## config.mk

```make
export PLATFORM = sky130hd
export DESIGN_NAME = pipelined_adder
export DESIGN_NICKNAME = d
export VERILOG_FILES = /design/src/rtl/adder_pkg.sv /design/src/rtl/chunk_adder.sv /design/src/rtl/full_adder.sv /design/src/rtl/pipelined_adder.sv
export SDC_FILE = /design/constraint.sdc
export NUM_CORES = 1
export LEC_CHECK = 0
export CAP_MARGIN = 20
export CORE_MARGIN = 2
export CORE_UTILIZATION = 36
export CTS_CLUSTER_SIZE = 40
export DETAILED_ROUTE_END_ITERATION = 10
export PLACE_DENSITY_LB_ADDON = 0.1
export SETUP_SLACK_MARGIN = 0.15
export SYNTH_ARGS = -nofsm -noshare
export SYNTH_HDL_FRONTEND = slang
export SYNTH_SLANG_ARGS = --single-unit
```

## constraint.sdc

```tcl
create_clock -name clk_in -period 4.6 [get_ports clk_in]
set_input_delay 0.92 -clock clk_in [delete_from_list [all_inputs] [get_ports clk_in]]
set_output_delay 0.92 -clock clk_in [all_outputs]
set_load 0.01 [all_outputs]
```

## src/rtl/adder_pkg.sv

```systemverilog
// adder_pkg: shared types and constants for the pipelined add/sub datapath
package adder_pkg;
    localparam int MAX_W = 64;
    localparam logic OP_ADD = 1'b0;
    localparam logic OP_SUB = 1'b1;
    function automatic int chunk_width(input int width, input int stages);
        return width / stages;
    endfunction
    typedef struct packed {
        logic valid;
        logic [MAX_W-1:0] a_rem;
        logic [MAX_W-1:0] b_rem;
        logic [MAX_W-1:0] sum_acc;
        logic carry;
        logic msb_cin;
    } stage_t;
endpackage

```

## src/rtl/chunk_adder.sv

```systemverilog
// chunk_adder: combinational CW-bit ripple adder with MSB carry-in tap
module chunk_adder #(
    parameter int CW = 4
) (
    input  logic [CW-1:0] a,
    input  logic [CW-1:0] b,
    input  logic          cin,
    output logic [CW-1:0] sum,
    output logic          carry_out,
    output logic          msb_carry_in
);
    logic [CW:0] c;
    assign c[0] = cin;
    for (genvar i = 0; i < CW; i++) begin : g_fa
        full_adder u_fa (.a(a[i]), .b(b[i]), .cin(c[i]), .sum(sum[i]), .cout(c[i+1]));
    end
    assign carry_out = c[CW];
    assign msb_carry_in = c[CW-1];
endmodule

```

## src/rtl/full_adder.sv

```systemverilog
// full_adder: single-bit full adder cell
module full_adder (
    input  logic a,
    input  logic b,
    input  logic cin,
    output logic sum,
    output logic cout
);
    assign sum = a ^ b ^ cin;
    assign cout = (a & b) | (cin & (a ^ b));
endmodule

```

## src/rtl/pipelined_adder.sv

```systemverilog
// pipelined_adder: chunked, pipelined add/sub with valid/ready handshake
module pipelined_adder
    import adder_pkg::*;
#(
    parameter int WIDTH = 16,
    parameter int STAGES = 4
) (
    input  logic             clk_in,
    input  logic             rst_in,
    input  logic             valid_in,
    output logic             ready_out,
    input  logic [WIDTH-1:0] a_in,
    input  logic [WIDTH-1:0] b_in,
    input  logic             sub_in,
    input  logic             c_in,
    output logic             valid_out,
    input  logic             ready_in,
    output logic [WIDTH-1:0] sum_out,
    output logic             carry_out,
    output logic             overflow_out
);
    localparam int CW = chunk_width(WIDTH, STAGES);
    localparam int L = STAGES - 1;
    stage_t st [STAGES];
    stage_t src [STAGES];
    logic [CW-1:0] ch_sum [STAGES];
    logic ch_co [STAGES];
    logic ch_mc [STAGES];
    logic [WIDTH-1:0] bx;
    logic adv;
    assign bx = (sub_in == OP_ADD) ? b_in : ~b_in;
    assign adv = ~st[L].valid | ready_in;
    assign ready_out = adv;
    assign valid_out = st[L].valid;
    assign sum_out = st[L].sum_acc[WIDTH-1:0];
    assign carry_out = st[L].carry;
    assign overflow_out = st[L].carry ^ st[L].msb_cin;
    // stage inputs: prepped operands for stage 0, previous stage registers otherwise
    always_comb begin
        src[0] = '{valid: valid_in, a_rem: MAX_W'(a_in), b_rem: MAX_W'(bx), sum_acc: '0,
                   carry: (sub_in == OP_SUB) ? 1'b1 : c_in, msb_cin: 1'b0};
        for (int i = 1; i < STAGES; i++) src[i] = st[i-1];
    end
    for (genvar k = 0; k < STAGES; k++) begin : g_stage
        chunk_adder #(.CW(CW)) u_chunk (
            .a(src[k].a_rem[CW-1:0]),
            .b(src[k].b_rem[CW-1:0]),
            .cin(src[k].carry),
            .sum(ch_sum[k]),
            .carry_out(ch_co[k]),
            .msb_carry_in(ch_mc[k])
        );
    end
    // advance every stage together; consumed operand chunks shift out, sum chunks accumulate
    always_ff @(posedge clk_in) begin
        if (rst_in) begin
            for (int i = 0; i < STAGES; i++) st[i] <= '0;
        end else if (adv) begin
            for (int i = 0; i < STAGES; i++)
                st[i] <= '{valid: src[i].valid,
                           a_rem: src[i].a_rem >> CW,
                           b_rem: src[i].b_rem >> CW,
                           sum_acc: src[i].sum_acc | (MAX_W'(ch_sum[i]) << (i * CW)),
                           carry: ch_co[i],
                           msb_cin: (i == L) ? ch_mc[i] : 1'b0};
        end
    end
endmodule

```

==> flow_summary_export.csv <==
group,metric,value,unit
synth,synth_area_per_cell,15.3,um2
finish,final_nets,384,
floorplanning,die_h,116,um
min_path,min_from,"st[0][380]",
timing,finalHoldViolCount,0,
clocking,cts_made_buffers,9,
grt,grt.total_usage,10.7,%
pwr,cellLeakagePower,1.95,nW
floorplanning,dieArea,13500,um2
timing,rsz0062_at_grt,"no",
worst_setup_path,cp.arrival,3.67,ns
worst_setup_path,r2r-end,"st[0][578]",
grt,overflow,0,
routing,num_vias,2161,
synth,synth_cell_types,16,
min_path,min_path_type,"flip-flop to flip-flop",
clocking,post_cts_buffers,0,
routing,wl_per_cell,12.9,um
clocking,clkTransAtPathRegs,0.06,ns
timing,finalSetupTns,0,ns
worst_setup_path,ff2ff_setup_slack,2.13,ns
routing,dr.pass1.iters,4,
grt,grt_pass1_wl,11.1,mm
timing,post-route-min-period,3.62,ns
timing,drv_slew,0,
clocking,cts-hold-fix-buffers,0,
timing,slew_headroom,30.7,%
synth,synth_area,4550,um2
routing,via_per_inst,4.27,
routing,drc,0,
worst_setup_path,critPathKind,"primary input to flip-flop",
synth,synth-seq-area-share,64.0,%
worst_setup_path,critical_path.max_fanout,10,
synth,syn_inst,297,
clocking,cts_max_level,3,
routing,drtIter0Drc,113,
timing,fin_crit_sh,78.8,%
worst_setup_path,end_kind,"flip-flop",
pwr,p_per_area,374,nW/um2
grt,grt_pass1_vias,2147,
worst_setup_path,reg2reg_from,"st[0][500]",
floorplanning,die_w,116,um
place,hpwlAfterDp,3.64,mm
min_path,worstHoldPathCells,1,
finish,top_register,"st",
timing,setup_viol,0,
finish,reg_top3,"st x97",
clocking,root_buffer,"clkbuf_16",
clocking,cts_buffer_depth,2,
finish,nFillCells,1155,
synth,synth-seq-cells,97,
synth,yosys_warnings,0,
clocking,cts_tree,"done",
routing,ant_nets,0,
grt,antenna_found_initial,0,
routing,totalWireLength,6.52,mm
clocking,clock_latency,0.33,ns
floorplanning,start_util,36.5,%
finish,largest_reg_flops,97,
timing,clock_skew,0.00402,ns
clocking,cts_sinks,97,
place,portBuffers,57,
worst_setup_path,required,4.65,ns
clocking,cts_resized,0,
finish,drive_above_1_share,8.38,%
timing,max_freq,276,MHz
finish,area_growth,17.6,%
timing,worst_pin_slew,1.04,ns
synth,syn_nets,351,
floorplanning,core,12500,um2
run_status,status,"completed",
floorplanning,rows,41,
place,globalplace.congestion,0.675,
pwr,power.ir.vdd_worst,0.183,mV
job,cap_violations,0,
worst_setup_path,reg2reg_depth,9,
pwr,power,2.00,mW
floorplanning,io_pins,58,
min_path,hold_end,"st[0][567]",
finish,n_antenna_cell,0,
worst_setup_path,critPathLaunchType,"primary input",
grt,grt_max_degree,98,
power breakdown:
part / switching (mW) / internal, mW
registers: 0.0160 / 1.04
logic: 0.0769 / 0.103
clock network: 0.295 / 0.468
Yosys cell counts:
cell type	n	area, um2
buf_2	1	5.00
nor3_1	15	75.1
buf_8	1	15.0
nor2b_4	1	13.8
clkbuf_1	7	26.3
inv_1	27	101
fa_1	16	320
nor2_1	1	3.75
buf_4	18	135
buf_6	13	146
edfxtp_1	97	2910
xor2_1	2	17.5
nor3b_1	73	548
nor3_2	9	90.1
nand2b_1	1	6.26
xnor2_1	15	131
metal layers:
layer	up-vias	track usage (%)	wire (um)
li1	1089	-	-
met3	7	3.79	436
met1	1012	16.0	3340
met5	-	0	0
met4	0	4.29	106
met2	53	14.1	2630
area by class of cell:
| type | instances | area [um2] | share of cell area, % |
|---|---|---|---|
| Timing Repair Buffer | 62 | 606 | 11.3 |
| Clock buffer | 10 | 229 | 4.28 |
| Multi-Input combinational cell | 133 | 1210 | 22.7 |
| Tap cell | 172 | 215 | 4.02 |
| Inverter | 27 | 101 | 1.89 |
| Sequential cell | 97 | 2910 | 54.5 |
| Clock inverter | 5 | 71.3 | 1.33 |
worst max-delay path, stage by stage:
cell and delay (ns):
clkdlybuf4s50_1 0.78, xnor2_1 0.17, fa_1 0.43, fa_1 0.39
fa_1 0.36, inv_1 0.07, fa_1 0.39, nor3b_1 0.14
through the flow:
step	area (um2)	util (%)	hold WS [ns]	worst slack (ns)	cells
6_report	5350	42.9	0.601	0.977	506
5_1_grt	5350	42.9	0.634	0.851	506
4_1_cts	5350	42.9	0.609	0.951	506
3_5_place_dp	5050	40.5	0.586	0.596	491
3_3_place_gp	5050	40.5	0.584	0.604	491
2_1_floorplan	4550	-	0.570	0.620	297
how the worst max path moves through the flow:
stage / start / to / slack [ns] / cells after the start
finish: sub_in / st[0][5] / 0.98 / 8
global route: sub_in / st[0][5] / 0.85 / 8
CTS: sub_in / st[0][5] / 0.95 / 8
detailed placement: sub_in / st[0][5] / 0.60 / 8
global placement: sub_in / st[0][5] / 0.60 / 8
floorplan: rst_in / st[0][126] / 0.62 / 3
placed cells by master (no fill, tap or decap), drive strengths merged:
master | Yosys | layout
edfxtp | 97 | 97
xnor2 | 15 | 15
clkbuf | 7 | 10
nor3 | 24 | 24
nor2 | 1 | 1
inv | 27 | 27
nor2b | 1 | 1
clkdlybuf4s50 | 0 | 56
nor3b | 73 | 73
nand2b | 1 | 1
clkinv | 0 | 3
buf | 33 | 6
xor2 | 2 | 2
fa | 16 | 16
bufinv | 0 | 2
cell families after synthesis:
kind of cell	share of synthesized area (%)
AND/OR/NAND/NOR	16.2
flip-flops	64.0
buffers and inverters	9.44
XOR/XNOR	3.27
adder cells (fa/ha/maj)	7.04
Note: power is estimated with default switching activity, not from simulation.
